--- config.mk ---
export PLATFORM = sky130hd
export DESIGN_NAME = keypad_cmd_encoder
export DESIGN_NICKNAME = d
export VERILOG_FILES = /design/src/rtl/keypad_cmd_encoder.sv
export SDC_FILE = /design/constraint.sdc
export NUM_CORES = 1
export LEC_CHECK = 0
export CAP_MARGIN = 10
export CORE_ASPECT_RATIO = 2
export CORE_MARGIN = 2
export CORE_UTILIZATION = 56
export DETAILED_ROUTE_END_ITERATION = 7
export PLACE_DENSITY = 0.77
export SLEW_MARGIN = 5
export SYNTH_ARGS = -nofsm -noshare
export SYNTH_HDL_FRONTEND = slang
export SYNTH_SLANG_ARGS = --single-unit
--- constraint.sdc ---
create_clock -name clock -period 10.01 [get_ports clock]
set_input_delay 1.5015 -clock clock [delete_from_list [all_inputs] [get_ports clock]]
set_output_delay 1.5015 -clock clock [all_outputs]
set_load 0.05 [all_outputs]
--- src/rtl/keypad_cmd_encoder.sv ---
// Scans a 4x4 active-low keypad, debounces a single pressed key and emits its
// calculator command code as a fixed-length cmd/cmd_valid burst.
module keypad_cmd_encoder #(
  parameter int SCAN_DIV    = 4,
  parameter int DEBOUNCE    = 3,
  parameter int HOLD_CYCLES = 10
) (
  input  logic       clock,
  input  logic       reset,
  output logic [3:0] rows,
  input  logic [3:0] cols,
  output logic [3:0] cmd,
  output logic       cmd_valid,
  output logic       key_down
);
  localparam int DIV_W  = (SCAN_DIV > 1) ? $clog2(SCAN_DIV) : 1;
  localparam int DEB_W  = $clog2(DEBOUNCE + 1);
  localparam int HOLD_W = $clog2(HOLD_CYCLES + 1);
  localparam logic [3:0] NOP_CODE = 4'b1111;
  localparam logic [3:0] KEY_D    = 4'd15;

  typedef enum logic [1:0] {ST_SCAN, ST_DEBOUNCE, ST_EMIT, ST_RELEASE} state_t;

  logic [3:0]        col_s1_q, col_s2_q;
  logic [DIV_W-1:0]  div_q;
  logic [1:0]        row_q;
  logic [3:0]        rows_q;
  logic [11:0]       frame_q;
  state_t            state_q;
  logic [3:0]        cand_q;
  logic [DEB_W-1:0]  deb_cnt_q;
  logic [HOLD_W-1:0] hold_cnt_q;
  logic [3:0]        cmd_q;
  logic              cmd_valid_q;
  logic              key_down_q;

  logic              sample_s;
  logic              frame_end_s;
  logic [15:0]       frame_s;
  logic [4:0]        key_cnt_s;
  logic [3:0]        key_idx_s;
  logic              key_vld_s;
  logic              deb_done_s;
  logic              accept_s;

  function automatic logic [3:0] key_code(input logic [3:0] idx);
    case (idx)
      4'd0:    key_code = 4'd1;
      4'd1:    key_code = 4'd2;
      4'd2:    key_code = 4'd3;
      4'd3:    key_code = 4'b1010;
      4'd4:    key_code = 4'd4;
      4'd5:    key_code = 4'd5;
      4'd6:    key_code = 4'd6;
      4'd7:    key_code = 4'b1011;
      4'd8:    key_code = 4'd7;
      4'd9:    key_code = 4'd8;
      4'd10:   key_code = 4'd9;
      4'd11:   key_code = 4'b1100;
      4'd12:   key_code = 4'b1101;
      4'd13:   key_code = 4'd0;
      4'd14:   key_code = 4'b1110;
      default: key_code = NOP_CODE;
    endcase
  endfunction

  // Row3 columns are taken live from the synchroniser so the frame is judged on its last sample.
  always_comb begin
    sample_s    = (div_q == DIV_W'(SCAN_DIV - 1));
    frame_end_s = sample_s && (row_q == 2'd3);
    frame_s     = {~col_s2_q, frame_q};
    key_cnt_s   = 5'd0;
    key_idx_s   = 4'd0;
    for (int i = 0; i < 16; i++) begin
      if (frame_s[i]) begin
        key_cnt_s = key_cnt_s + 5'd1;
        key_idx_s = 4'(i);
      end else begin
        key_cnt_s = key_cnt_s;
      end
    end
    key_vld_s  = (key_cnt_s == 5'd1);
    deb_done_s = ((int'(deb_cnt_q) + 32'sd1) >= DEBOUNCE);
    accept_s   = frame_end_s && key_vld_s &&
                 (((state_q == ST_SCAN) && (DEBOUNCE == 1)) ||
                  ((state_q == ST_DEBOUNCE) && (key_idx_s == cand_q) && deb_done_s));
  end

  // Column synchroniser, free-running row scan and per-row frame capture.
  always_ff @(posedge clock or negedge reset) begin
    if (!reset) begin
      col_s1_q <= 4'hF;
      col_s2_q <= 4'hF;
      div_q    <= '0;
      row_q    <= 2'd0;
      rows_q   <= 4'b1110;
      frame_q  <= 12'h000;
    end else begin
      col_s1_q <= cols;
      col_s2_q <= col_s1_q;
      if (sample_s) begin
        div_q  <= '0;
        row_q  <= row_q + 2'd1;
        rows_q <= {rows_q[2:0], rows_q[3]};
        case (row_q)
          2'd0:    frame_q[3:0]  <= ~col_s2_q;
          2'd1:    frame_q[7:4]  <= ~col_s2_q;
          2'd2:    frame_q[11:8] <= ~col_s2_q;
          default: frame_q       <= frame_q;
        endcase
      end else begin
        div_q <= div_q + DIV_W'(1);
      end
    end
  end

  // Press/release debounce and command burst FSM.
  always_ff @(posedge clock or negedge reset) begin
    if (!reset) begin
      state_q     <= ST_SCAN;
      cand_q      <= 4'd0;
      deb_cnt_q   <= '0;
      hold_cnt_q  <= '0;
      cmd_q       <= NOP_CODE;
      cmd_valid_q <= 1'b0;
      key_down_q  <= 1'b0;
    end else if (accept_s) begin
      key_down_q <= 1'b1;
      deb_cnt_q  <= '0;
      cand_q     <= key_idx_s;
      if (key_idx_s == KEY_D) begin
        state_q <= ST_RELEASE;
      end else begin
        state_q     <= ST_EMIT;
        cmd_q       <= key_code(key_idx_s);
        cmd_valid_q <= 1'b1;
        hold_cnt_q  <= HOLD_W'(1);
      end
    end else begin
      case (state_q)
        ST_SCAN: begin
          if (frame_end_s && key_vld_s) begin
            cand_q    <= key_idx_s;
            deb_cnt_q <= DEB_W'(1);
            state_q   <= ST_DEBOUNCE;
          end
        end
        ST_DEBOUNCE: begin
          if (frame_end_s) begin
            if (!key_vld_s) begin
              deb_cnt_q <= '0;
              state_q   <= ST_SCAN;
            end else if (key_idx_s != cand_q) begin
              cand_q    <= key_idx_s;
              deb_cnt_q <= DEB_W'(1);
            end else if (deb_cnt_q != DEB_W'(DEBOUNCE)) begin
              deb_cnt_q <= deb_cnt_q + DEB_W'(1);
            end
          end
        end
        ST_EMIT: begin
          if (hold_cnt_q >= HOLD_W'(HOLD_CYCLES)) begin
            cmd_q       <= NOP_CODE;
            cmd_valid_q <= 1'b0;
            hold_cnt_q  <= '0;
            deb_cnt_q   <= '0;
            state_q     <= ST_RELEASE;
          end else begin
            hold_cnt_q <= hold_cnt_q + HOLD_W'(1);
          end
        end
        ST_RELEASE: begin
          if (frame_end_s) begin
            if (key_vld_s) begin
              deb_cnt_q <= '0;
            end else if (deb_done_s) begin
              deb_cnt_q  <= '0;
              key_down_q <= 1'b0;
              state_q    <= ST_SCAN;
            end else begin
              deb_cnt_q <= deb_cnt_q + DEB_W'(1);
            end
          end
        end
        default: state_q <= ST_SCAN;
      endcase
    end
  end

  assign rows      = rows_q;
  assign cmd       = cmd_q;
  assign cmd_valid = cmd_valid_q;
  assign key_down  = key_down_q;
endmodule

Word-level counts from Yosys, hierarchy flattened
Memory sizes are Yosys's and may differ from the RTL's.
Cells that the tools add are included.
{ "word_totals": {"register_bits": 46, "rom_bits": 64, "inputBits": 6, "out_inout_bits": 10, "n_memories": 1} }
{ "mem_list": {"columns": ["memory", "depth", "width", "read_ports", "rd_clocked_by_memory_dff", "wr", "line_no", "text"], "rows": [
  ["(name not given)", 16, 4, 1, 0, 0, "47", "case (idx)"]
]} }
{ "classes": {"n_addsub": 20, "magnitude_cmp": 2, "eq_ne": 24, "n_mux": 75, "bitwise": 1, "n_reduce_logical": 22} }
{ "op_table": {"columns": ["op", "count"], "rows": [
  ["4-bit two-way mux", 26],
  ["5-bit by 1-bit adder with 5-bit output, second input constant", 15],
  ["5-bit two-way mux", 15],
  ["2-bit two-way mux", 19],
  ["3-bit != test, second input constant", 8],
  ["2-bit one-hot mux with 4 select lines", 2],
  ["1-bit two-way mux", 12],
  ["2-bit equality test, second input constant", 5],
  ["5-bit AND reduction", 2],
  ["2-bit nonzero test", 5],
  ["4-bit one-hot mux with 2 select lines", 1],
  ["2-bit AND reduction", 4],
  ["7-bit AND reduction", 1],
  ["2-bit by 1-bit adder with 2-bit output, second input constant", 3],
  ["5-bit by 1-bit equality test with 1-bit output, second input constant", 1],
  ["1-bit logical AND", 5],
  ["5-bit by 3-bit != test with 1-bit output, second input constant", 1],
  ["4-bit by 1-bit adder with 4-bit output, second input constant", 1],
  ["2-bit by 1-bit equality test with 1-bit output, second input constant", 2],
  ["4-bit equality test", 1],
  ["4-bit equality test, second input constant", 1],
  ["4-bit greater-or-equal comparator, second input constant", 1],
  ["2-bit zero test", 2],
  ["2-bit != test, second input constant", 2],
  ["other kinds (9)", 9]
]} }

Depth between registers and ports, before layout
{ "logic_depth": {"depth_word": 36, "mapped_depth": 56, "ltp_nobuf": 55} }

Least setup slack after synthesis
No wires, ideal clock.
{ "synth_path": {"kind": "register to register", "start": "register frame_q[0]", "end": "register cand_q[2]", "t_arrival_ps": 9597, "required_time_ps": 9885, "setup_slack_ps": 288, "stages_incl_launch_ff": 56, "path_buffers": 1, "path_cell_list": "dfrtp_1 -> inv_1 -> ha_1 -> xor2_1 -> ha_1 -> nand2_1 -> o31ai_1 -> ha_1 -> mux2_2 -> ha_1 -> inv_1 -> a22oi_1 -> or2_2 -> ha_1 -> nand2b_1 -> o31a_1 -> ha_1 -> nand2b_1 -> (+20 left out) -> mux2i_1 -> inv_1 -> ha_1 -> nor2_1 -> a21oi_1 -> ha_1 -> nor2b_1 -> xnor2_1 -> o21ai_0 -> o31a_1 -> o21ai_1 -> o21ba_1 -> mux2i_1 -> a22oi_4 -> nand2b_2 -> buf_6 -> a311o_1 -> mux2_4"} }
{ "synth_between": {"elab_chain_len": 36, "elab_cells_between_ends": 41, "cone_classes": "add/sub (15); eq/ne (5); mux (17); reduce/logical (4)"} }
{ "synth_lines": {"columns": ["element", "line_no", "text"], "rows": [
  ["start: declaration", "28", "logic [11:0] frame_q;"],
  ["start signal: assignment", "106", "2'd0: frame_q[3:0] <= ~col_s2_q;"],
  ["start signal: assignment", "109", "default: frame_q <= frame_q;"],
  ["1-bit two-way mux (*)", "75", "if (frame_s[i]) begin"],
  ["5-bit by 1-bit adder with 5-bit output", "76", "key_cnt_s = key_cnt_s + 5'd1;"],
  ["5-bit two-way mux (*)", "75", null],
  ["5-bit by 1-bit adder with 5-bit output", "76", null],
  ["5-bit two-way mux (*)", "75", null],
  ["5-bit by 1-bit adder with 5-bit output", "76", null],
  ["5-bit two-way mux (*)", "75", null],
  ["5-bit by 1-bit adder with 5-bit output", "76", null],
  ["(+20 left out)", null, null],
  ["5-bit two-way mux (*)", "75", null],
  ["5-bit by 1-bit adder with 5-bit output", "76", null],
  ["5-bit two-way mux (*)", "75", null],
  ["5-bit by 1-bit equality test with 1-bit output (*)", "82", "key_vld_s = (key_cnt_s == 5'd1);"],
  ["1-bit logical AND", "84, 142", null],
  ["1-bit logical AND", "84", "accept_s = frame_end_s && key_vld_s &&"],
  ["3-bit by 2-bit != test with 1-bit output (no source line) (tied with other cells)", null, null],
  ["5-bit AND reduction (no source line)", null, null],
  ["end signal: assignment", "130", "cand_q <= key_idx_s;"],
  ["end signal: assignment", "143", "cand_q <= key_idx_s;"],
  ["end signal: assignment", "154", "cand_q <= key_idx_s;"],
  ["end: declaration", "30", "logic [3:0] cand_q;"]
]} }
Mark *: on every way between the ends. The rest lies on a longest branch, timed or not.
A chain may end at the register's enable or synchronous reset.

Final worst setup path
{ "layout_path": {"start": "register frame_q[1]", "end": "register cand_q[2]"} }
{ "layout_between": {"elab_chain_len": 34, "elab_cells_between_ends": 58, "cone_classes": "add/sub (14); eq/ne (7); mux (31); reduce/logical (6)"} }
{ "layout_lines": {"columns": ["element", "line_no"], "rows": [
  ["5-bit two-way mux", "75"],
  ["5-bit by 1-bit adder with 5-bit output", "76"],
  ["5-bit two-way mux", "75"],
  ["5-bit by 1-bit adder with 5-bit output", "76"],
  ["5-bit two-way mux", "75"],
  ["5-bit by 1-bit adder with 5-bit output", "76"],
  ["5-bit two-way mux", "75"],
  ["5-bit by 1-bit adder with 5-bit output", "76"],
  ["(+18 left out)", null],
  ["5-bit two-way mux", "75"],
  ["5-bit by 1-bit adder with 5-bit output", "76"],
  ["5-bit two-way mux", "75"],
  ["5-bit by 1-bit equality test with 1-bit output", "82"],
  ["1-bit logical AND", "84, 142"],
  ["1-bit logical AND", "84"],
  ["3-bit by 2-bit != test with 1-bit output (no source line) (tied with other cells)", null],
  ["5-bit AND reduction (no source line)", null]
]} }
Several ways; a longest one is shown, not always the timed one.

==> summary.txt <==
Timing
  • Max-slew violation count: 0
  • Worst hold slack: 0.355 ns
  • Tcrit/Tclk final: 0.978
  • Achievable frequency: 0.102 GHz
  • Worst-margin pin slew: 1.01 ns
  • Crit path time final: 9.79 ns
  • Final setup fails: 0
  • Final count of hold timing violations: 0
  • Setup Skew: ~0.0048 ns
  • Post-route setup TNS: 0 ns
  • Max_slew headroom: 0.324

Critical path
  • Crit-path slowest cell: dfrtp_1
  • Arrival @ worst endpoint: 9.97 ns
  • Top cell by count, worst path: ha_1
  • WS Path Type: reg2reg
  • Startpoint Class: flip-flop
  • CP Max Fanout: 4
  • Crit end category: flip-flop
  • Critical Path RT: 10.19 ns
  • Worst stage delay on the critical path: 0.41 ns

Flow run
  • Maxcap violations: 0

Finish
  • Layout cells sized above 1: 0.233
  • Area grow syn2layout: 17.7%
  • Final Net Count: 500
  • Ant. Diodes: 0

Global route
  • First-pass GRT wire length: around 14000 um
  • Via count of the first global-routing pass: between 3000 and 4000
  • Largest net degree at the start of global routing: 47
  • Initial antenna violation count: 0
  • Grt total ovfl: 0
  • GRT Total Usage: 0.231

Floorplan
  • Die area: 0.00778 mm^2
  • Core ar.: 0.00689 mm^2
  • Chip height: 123 um
  • Die width: 63.4 um
  • IO Pins: 16
  • Initial Util: 0.574
  • Core Rows: 43

Route
  • Drt total wl: between 8000 and 9000 um
  • WL/cell: between 15 and 20 um
  • Initial DRT Pass Iterations: 6
  • Via count: ~3300
  • Detail Route Antenna Nets: 0
  • Vias/cell: a little under 6
  • Initial drt markers: 120
  • Post-route DRC violation count: 0

Placed design
  • Post-DP HPWL: approximately 6500 um
  • PortBufs: 15
  • GPL Wtd Cong: a little under 0.9

CTS
  • CTS clk-pin slew, worst paths: 0.06 ns
  • TritonCTS Buffers: 5
  • Worst-skew pair later-pin latency: around 0.29 ns
  • Clk sinks: 46
  • CTS tree: built
  • # H-tree levels: 2
  • Clock root buffer: clkbuf_16
  • Cts hold-fix bufs: 0
  • CTS max path bufs: 2

Synth
  • Synth area leaders: dfrtp_1, dfstp_2, ha_1
  • Post-synth top cells: nand2_1, dfrtp_1, ha_1, nor2_1, o21ai_0
  • Yosys Warn Count: 0
  • Top-area cell type share of the netlist area: 0.196
  • Synth Cell Area: between 0.003 and 0.004 mm^2
  • EDFF count, synth: 0
  • FF+latch count, synth: 46
  • Cell variety after synth: 70
  • Syn avg cell area: 9.06 um^2
  • Most frequent cell after synthesis: nand2_1
  • Register area share after synthesis: 0.296
  • Top FF cell, synth: dfrtp_1
  • Synthesized instance count: about 440
  • Synth area leader: dfrtp_1
  • Ys async rst share: 1.00
  • Syn nets: 473

Status
  • Status: completed

Min path
  • HP Class: reg2reg

Power and ir drop
  • Leakage: 1.97 nW
  • PD cells: around 260 mW/mm^2
  • Worst VDD drop: approximately 190 uV
  • Total power: between 1 and 1.5 mW
==> power breakdown <==
group	internal [mW]	leakage, nW	switching (mW)	total (mW)
Combinational	0.403	1.34	0.399	0.802
Sequential	0.201	0.551	0.0219	0.222
Clock	0.0988	0.0745	0.0680	0.167
Total	0.703	1.97	0.489	1.19
==> cell usage in the layout, fill, tap and decap left out, drive strengths merged, types with 3 or more instances in the layout <==
master,netlist,layout
a21oi,27,27
nand3b,3,3
o21ai,33,33
clkdlybuf4s50,0,14
o211ai,3,3
nand2b,11,11
dfrtp,31,31
ha,31,31
nor2,33,33
nand3,10,10
inv,21,21
a31oi,4,4
o31a,3,3
buf,6,25
xor2,10,10
nor3,8,8
nor3b,5,5
mux2i,15,15
clkbuf,13,6
nor2b,5,5
nand2,51,51
o31ai,6,6
and3,4,4
or3,4,4
dfstp,15,15
o21a,3,3
xnor2,27,27
mux2,8,8
xnor3,8,8
==> cell type report <==
| cell class | instances | area, um^2 |
|---|---|---|
| multi-input cells | 350 | 2810 |
| fillers | 571 | 2240 |
| flip-flops and latches | 46 | 1170 |
| repair buffers | 39 | 325 |
| clock buffers | 6 | 139 |
| well taps | 90 | 113 |
| inverters | 21 | 78.8 |
| clock inverters | 2 | 12.5 |
==> worst paths after layout <==
kind                        startpoint             to  slack [ns]  cells after the start
max                         frame_q[1]      cand_q[2]        0.22                     54
max in group asynchronous        reset     state_q[0]        7.99                      1
min reg2reg                col_s1_q[2]    col_s2_q[2]        0.36                      0
min in group asynchronous        reset  hold_cnt_q[0]        1.37                      1
min                        col_s1_q[2]    col_s2_q[2]        0.36                      0
max reg2reg                 frame_q[1]      cand_q[2]        0.22                     54
==> cell families after synthesis <==
logic type                 Yosys count  share of synthesized area
AOI/OAI and AO/OA                  103                      0.171
buffers and inverters               40                     0.0427
xor gates and xnor gates            47                      0.147
DFF                                 46                      0.296
adders and majority gates           31                     0.0982
muxes                               23                     0.0617
and+or+nand+nor                    146                      0.184
==> per-stage QoR <==
| stage | cell area [um^2] | worst slack, ns | utilization | std cells |
|---|---|---|---|---|
| after CTS | 4400 | 0.0203 | 0.638 | 542 |
| after detailed placement | 4190 | -0.261 | 0.608 | 531 |
| after floorplan | 3950 | 0.288 | - | 436 |
| final | 4650 | 0.221 | 0.675 | 554 |
| after global placement | 4190 | 0.134 | 0.608 | 531 |
| after global routing | 4650 | -0.198 | 0.675 | 554 |
==> flip-flops by register name, indices dropped and copies added, names as in the netlist <==
| register | flops |
|---|---|
| cand_q | 4 |
| cmd | 4 |
| cmd_valid | 1 |
| col_s1_q | 4 |
| col_s2_q | 4 |
| deb_cnt_q | 2 |
| div_q | 2 |
| frame_q | 12 |
| hold_cnt_q | 4 |
| key_down | 1 |
| row_q | 2 |
| rows | 4 |
| state_q | 2 |
==> worst max-delay path, delay by kind of cell (launching register included) <==
| kind | cells | cell delay [ns] |
|---|---|---|
| AO/OA/AOI/OAI | 16 | 2.42 |
| XOR/XNOR | 2 | 0.25 |
| adder cells (fa/ha/maj) | 14 | 3.77 |
| buffers and inverters | 5 | 0.39 |
| flip-flops | 1 | 0.41 |
| multiplexers | 4 | 0.86 |
| AND/OR/NAND/NOR | 13 | 1.58 |
==> timing repair <==
item,in CTS,in global routing
pin swaps,2,15
buffers inserted,3,12
gates resized for setup,9,34
setup endpoints to repair,16,18
==> metal layers <==
| metal | part of all wire | wire length (um) | global-route usage | vias up |
|---|---|---|---|---|
| met4 | 0.048 | 427 | 0.148 | 0 |
| met3 | 0.014 | 127 | 0.0229 | 36 |
| met5 | 0 | 0 | 0 | - |
| li1 | - | - | - | 1589 |
| met1 | 0.37 | 3270 | 0.216 | 1584 |
| met2 | 0.57 | 5080 | 0.461 | 58 |
Note: power is estimated with default switching activity, not from simulation.
